==> src/rtl/hazard_sequencer.sv <==
// ---------------------------------------------------------------------------
// hazard_sequencer
//
// Central hazard and sequencing controller for the RV32IM 5-stage pipeline.
// Produces stall and flush controls for the F/D, D/E and E/M pipeline
// registers, the E-stage operand forwarding selects, and sequences the
// iterative divider while a DIV/DIVU/REM/REMU instruction sits in E.
//
// The flush outputs drive the sclr input of each pipeline register.
// All stall, flush and forward outputs are combinational from the current
// divider state and the current inputs.
//
// Optional build macro:
//   HAZARD_PERF_EN  adds the stall_cnt / flush_cnt performance counters.
//                   When undefined the ports and counters are absent.
//
// Parameters:
//   DIV_LAT   divider cycles before the result is valid (1..63)
//   WB_LOAD   wb_sel encoding that marks a load
//
// Ports:
//   clk         pipeline clock
//   sclr        synchronous active-high reset
//   rs1_addrD   D-stage source 1          rs2_addrD   D-stage source 2
//   rs1_addrE   E-stage source 1          rs2_addrE   E-stage source 2
//   rd_addrE    E-stage destination       rd_wrenE    E-stage writes rd
//   wb_selE     E-stage writeback select
//   rd_addrM    M-stage destination       rd_wrenM    M-stage writes rd
//   rd_addrW    W-stage destination       rd_wrenW    W-stage writes rd
//   br_takenE   branch/jump redirect resolved in E
//   div_reqE    divide/remainder instruction in E
//   stallF      hold PC
//   stallD      hold F/D register
//   stallE      hold D/E register
//   flushD      clear F/D register
//   flushE      clear D/E register
//   flushM      clear E/M register
//   fwd_a_selE  operand A source: 00 regfile, 01 W result, 10 M result
//   fwd_b_selE  operand B source, same encoding
//   div_busy    divider running
//   div_done    divider result valid this cycle
//   stall_cnt   (HAZARD_PERF_EN) cycles with stallF set, wraps at 2^32
//   flush_cnt   (HAZARD_PERF_EN) cycles with flushD or flushE set
// ---------------------------------------------------------------------------
//
// state    | meaning
// ---------+-----------------------------------------------------------------
// IDLE     | no divide in flight; a div_reqE seen here starts the divider
// DIV_RUN  | divider iterating; pipeline held, bubble fed into M
// DIV_DONE | result valid for one cycle; the divide advances to M
//
module hazard_sequencer #(
  parameter int         DIV_LAT = 32,
  parameter logic [1:0] WB_LOAD = 2'b01
) (
  input  logic       clk,
  input  logic       sclr,
  input  logic [4:0] rs1_addrD,
  input  logic [4:0] rs2_addrD,
  input  logic [4:0] rs1_addrE,
  input  logic [4:0] rs2_addrE,
  input  logic [4:0] rd_addrE,
  input  logic       rd_wrenE,
  input  logic [1:0] wb_selE,
  input  logic [4:0] rd_addrM,
  input  logic       rd_wrenM,
  input  logic [4:0] rd_addrW,
  input  logic       rd_wrenW,
  input  logic       br_takenE,
  input  logic       div_reqE,
  output logic       stallF,
  output logic       stallD,
  output logic       stallE,
  output logic       flushD,
  output logic       flushE,
  output logic       flushM,
  output logic [1:0] fwd_a_selE,
  output logic [1:0] fwd_b_selE,
  output logic       div_busy,
  output logic       div_done
`ifdef HAZARD_PERF_EN
  ,
  output logic [31:0] stall_cnt,
  output logic [31:0] flush_cnt
`endif
);

  typedef enum logic [1:0] {
    IDLE     = 2'd0,
    DIV_RUN  = 2'd1,
    DIV_DONE = 2'd2
  } divState_t;

  // Counter is loaded with DIV_LAT-1 so that the terminal count of zero
  // marks the last of exactly DIV_LAT run cycles.
  localparam logic [5:0] CNT_LOAD = 6'(DIV_LAT - 1);

  divState_t  state;
  divState_t  stateNext;
  logic [5:0] cnt;
  logic [5:0] cntNext;

  logic       loadUse;
  logic       divRun;

  // ------------------------------------------------------------------------
  // Forwarding
  // ------------------------------------------------------------------------
  function automatic logic [1:0] fwdSel(
    input logic [4:0] srcAddr,
    input logic       wrenM,
    input logic [4:0] addrM,
    input logic       wrenW,
    input logic [4:0] addrW
  );
    logic [1:0] sel;
    sel = 2'b00;
    // M is the younger producer, so it wins over W; x0 is never forwarded.
    if (wrenM && (addrM != 5'd0) && (addrM == srcAddr)) begin
      sel = 2'b10;
    end else if (wrenW && (addrW != 5'd0) && (addrW == srcAddr)) begin
      sel = 2'b01;
    end
    return sel;
  endfunction

  assign fwd_a_selE = fwdSel(rs1_addrE, rd_wrenM, rd_addrM, rd_wrenW, rd_addrW);
  assign fwd_b_selE = fwdSel(rs2_addrE, rd_wrenM, rd_addrM, rd_wrenW, rd_addrW);

  // ------------------------------------------------------------------------
  // Load-use detection
  // ------------------------------------------------------------------------
  assign loadUse = (wb_selE == WB_LOAD) && rd_wrenE && (rd_addrE != 5'd0) &&
                   ((rd_addrE == rs1_addrD) || (rd_addrE == rs2_addrD));

  // ------------------------------------------------------------------------
  // Divider FSM
  // ------------------------------------------------------------------------
  always_ff @(posedge clk) begin
    if (sclr) begin
      state <= IDLE;
      cnt   <= 6'd0;
    end else begin
      state <= stateNext;
      cnt   <= cntNext;
    end
  end

  always_comb begin
    stateNext = state;
    cntNext   = cnt;
    case (state)
      IDLE: begin
        if (div_reqE) begin
          stateNext = DIV_RUN;
          cntNext   = CNT_LOAD;
        end
      end
      DIV_RUN: begin
        if (cnt == 6'd0) begin
          stateNext = DIV_DONE;
        end else begin
          cntNext = cnt - 6'd1;
        end
      end
      DIV_DONE: begin
        // The divide still presents div_reqE this cycle; returning to IDLE
        // unconditionally keeps it from restarting the divider.
        stateNext = IDLE;
      end
      default: begin
        stateNext = IDLE;
        cntNext   = 6'd0;
      end
    endcase
  end

  assign divRun   = (state == DIV_RUN);
  assign div_busy = divRun;
  assign div_done = (state == DIV_DONE);

  // ------------------------------------------------------------------------
  // Stall / flush resolution
  // ------------------------------------------------------------------------
  always_comb begin
    stallF = 1'b0;
    stallD = 1'b0;
    stallE = 1'b0;
    flushD = 1'b0;
    flushE = 1'b0;
    flushM = 1'b0;
    if (divRun) begin
      // E holds the divide, so hazards seen in E cannot clear anything;
      // the whole front end freezes and M receives a bubble.
      stallF = 1'b1;
      stallD = 1'b1;
      stallE = 1'b1;
      flushM = 1'b1;
    end else begin
      flushD = br_takenE;
      flushE = br_takenE | loadUse;
      stallF = loadUse;
      // A flush of F/D overrides the load-use hold of that register.
      stallD = loadUse & ~br_takenE;
      stallE = 1'b0;
    end
  end

`ifdef HAZARD_PERF_EN
  // ------------------------------------------------------------------------
  // Performance counters
  // ------------------------------------------------------------------------
  always_ff @(posedge clk) begin
    if (sclr) begin
      stall_cnt <= 32'd0;
      flush_cnt <= 32'd0;
    end else begin
      if (stallF) begin
        stall_cnt <= stall_cnt + 32'd1;
      end
      if (flushD | flushE) begin
        flush_cnt <= flush_cnt + 32'd1;
      end
    end
  end
`endif

endmodule

==> config.mk <==
export PLATFORM = sky130hd
export DESIGN_NAME = hazard_sequencer
export DESIGN_NICKNAME = d
export VERILOG_FILES = /design/src/rtl/hazard_sequencer.sv
export SDC_FILE = /design/constraint.sdc
export NUM_CORES = 1
export LEC_CHECK = 0
export CORE_MARGIN = 2
export CORE_UTILIZATION = 40
export DETAILED_ROUTE_END_ITERATION = 6
export PLACE_DENSITY = 0.9
export SETUP_SLACK_MARGIN = 0.15
export SYNTH_ARGS = -nofsm -noshare
export SYNTH_HDL_FRONTEND = slang
export SYNTH_SLANG_ARGS = --single-unit
==> constraint.sdc <==
create_clock -name clk -period 5.02 [get_ports clk]
set_input_delay 0.753 -clock clk [delete_from_list [all_inputs] [get_ports clk]]
set_output_delay 0.753 -clock clk [all_outputs]
set_load 0.02 [all_outputs]
==> metrics.yaml <==
synth:
  synth.net_count: 160
  synth_edf_count: 0
  synth_area_sq_um: 917
  seq_area_frac_synth_pct: 17.5
  ys_top_cells_by_count: "xor2_1, dfxtp_1, nand2_1, nor2_1, xnor2_1"
  syn_area_per_cell_sq_um: 8.05
  ys_warn_count: 0
  ys.flop_type: "dfxtp_1"
  synth_area_leaders: "xor2_1, dfxtp_1, xnor2_1"
  synth_cell_types: 38
  netlist.area_leader.share_pct: 22.9
  synthCells: 114
  ys_ff_latch: 8
  synth_most_common_cell: "xor2_1"
  async_flop_share_pct: 0
  yosys.area.top_type: "xor2_1"
pwr:
  power.density_nw_per_um2: 206
  p_leak_uw: 0.000582
  peakVddDrop_uv: 103
worst_setup_path:
  cpLargestDelayFamily: "buffers and inverters"
  rrSetupSlack_ns: 3.24
  reg2reg_to: "cnt[2]"
  path_cells: "clkdlybuf4s50_1, or4_4, o21ai_2, nor4_1, nor4_2, clkdlybuf4s50_1"
  cpMostUsedCell: "clkdlybuf4s50_1"
  criticalPathCategory: "in2out"
  worstSetupEndpointType: "primary output"
  r2r_start: "cnt[0]"
  crit_path_start_kind: "primary input"
  crit_buf_inv: 2
  slowest_delay_ns: 0.65
  path_max_fanout: 3
  arrival_ns: 3.01
  r2r_cells: 6
  cp.required_ns: 4.27
  cpMaxStageDelayCell: "clkdlybuf4s50_1"
clocking:
  path_clk_slew_ns: 0.05
  clock-sinks: 8
  cts_tree: "built"
  cts_root_buffer: "clkbuf_4"
  postCtsHoldBufs: 0
  cts_setup_buffers: 0
  clock_latency_ns: 0.27
  clk_path_buf_depth: 2
  cts_made_buffers: 3
  cts-htree-levels: 1
  ctsResizeCount: 0
timing:
  grt_setup_unrepaired: "false"
  finalSetupTns_ns: 0
  slew_headroom_pct: 68.2
  fin_crit_sh_pct: 75.0
  setup_viol: 0
  min_period_ns: 3.76
  slew_violations: 0
  timing_hold_violations_final: 0
  tightest_slew_ns: 0.473
  skew_ns: 0.00986
  fmax_mhz: 266
routing:
  ant_nets: 0
  via_per_inst: 5.43
  num_vias: 1070
  drt-total-wl_um: 2850
  wl_per_cell_um: 14.5
  drt_iter0_drc: 14
  firstDrtPassIters: 4
  drc: 0
floorplanning:
  die_h_um: 51.9
  die_w_um: 51.9
  rows: 17
  initial_core_util_pct: 41.9
  io_pins: 56
  design.core.area_sq_um: 2190
  fp.dieArea_sq_um: 2690
grt:
  grt_pass1_vias: 1008
  overflow: 0
  grt_antenna_before_repair: 0
  grt_max_degree: 13
  grt_pass1_wl_um: 4370
  track_usage_pct: 21.7
layout:
  drive_gt1_share_pct: 7.10
  area_growth_pct: 64.1
  antenna_cells: 0
  nNetsFinal: 217
  instances_no_fill: 197
hold_path:
  min-delay-start: "cnt[2]"
  whs_endpoint: "cnt[2]"
  hp-class: "reg2reg"
  min_path_cells: 2
place:
  post-dp-hpwl_um: 2460
  dp_cells: 194
  gp_congestion: 0.803
  port-buffer-count: 55
run:
  drv_cap: 0
run_status:
  status: "completed"
==> flip-flops by register name, indices dropped and copies added (netlist names) <==
name and count:
state 2, cnt 6
==> cells by family after synthesis <==
logic type / after synthesis / synth area share (%)
and+or+nand+nor: 41 / 26.5
xor gates and xnor gates: 30 / 28.6
AOI/OAI and AO/OA: 24 / 19.2
buffers and inverters: 8 / 4.23
DFF: 8 / 17.5
adders and majority gates: 2 / 2.73
muxes: 1 / 1.23
==> routing by layer <==
metal | share of wire, % | wire length (um) | GRT usage, %
met1 | 40 | 1130 | 24.4
met3 | 6.1 | 173 | 2.87
met2 | 51 | 1440 | 38.8
met4 | 3.4 | 96 | 12.3
met5 | 0 | 0 | 0
==> power by group <==
| part | switching, uW | leakage [uW] | total [uW] | internal (uW) |
|---|---|---|---|---|
| Combinational | 79.2 | 0.000502 | 166 | 86.8 |
| Sequential | 16.6 | 0.0000664 | 91.4 | 74.9 |
| Clock | 24.7 | 0.0000138 | 52.3 | 27.6 |
==> worst min-delay path: stages (launching register included) <==
cell	delay, ns
dfxtp_1	0.34
nand2_1	0.07
a31oi_1	0.08
==> placed cells by master, fill, tap and decap left out, types with 2 or more instances in the layout <==
cell | synthesis | routed
clkdlybuf4s50_1 | 0 | 55
nor3_1 | 4 | 4
xnor2_1 | 6 | 6
a21oi_1 | 2 | 2
or2_2 | 2 | 2
nand2_1 | 8 | 8
a31oi_1 | 3 | 3
o21ai_0 | 5 | 5
ha_1 | 2 | 2
nor4_1 | 3 | 3
clkbuf_4 | 0 | 3
or4_1 | 4 | 4
nor4_2 | 2 | 2
nor2_1 | 8 | 8
inv_1 | 5 | 5
nand3_1 | 3 | 3
xor2_1 | 24 | 24
o31ai_1 | 3 | 3
dfxtp_1 | 8 | 8
==> how the worst max path moves through the flow <==
stage	startpoint	endpoint	slack, ns	cells past startpoint
finish	rd_addrM[1]	fwd_b_selE[0]	1.26	6
global route	rd_addrM[1]	fwd_a_selE[0]	1.18	6
detailed placement	rd_addrM[1]	fwd_a_selE[0]	1.28	6
floorplan	rd_addrM[1]	fwd_a_selE[0]	2.18	4
CTS	rd_addrM[1]	fwd_b_selE[0]	1.28	6
global placement	rd_addrM[1]	fwd_b_selE[0]	1.35	6
==> metrics by stage <==
stage / instance area [sq um] / hold WS, ns / utilization [%] / setup slack (ns) / power (uW)
after floorplan: 917 / 0.474 / - / 2.18 / 181
after global placement: 1480 / 0.498 / 67.7 / 1.35 / 250
after detailed placement: 1480 / 0.531 / 67.7 / 1.28 / 257
after CTS: 1510 / 0.545 / 68.7 / 1.28 / 310
after global routing: 1510 / 0.581 / 68.7 / 1.18 / 329
final: 1510 / 0.545 / 68.7 / 1.26 / 310
==> final cells by class <==
type                            instances  area [sq um]
Fill cell                             160           686
Inverter                                5          18.8
Sequential cell                         8           160
Tap cell                               28          35.0
Clock buffer                            3          22.5
Timing Repair Buffer                   55           551
Multi-Input combinational cell         98           718
No activity file was read; power rests on OpenSTA's default activity.
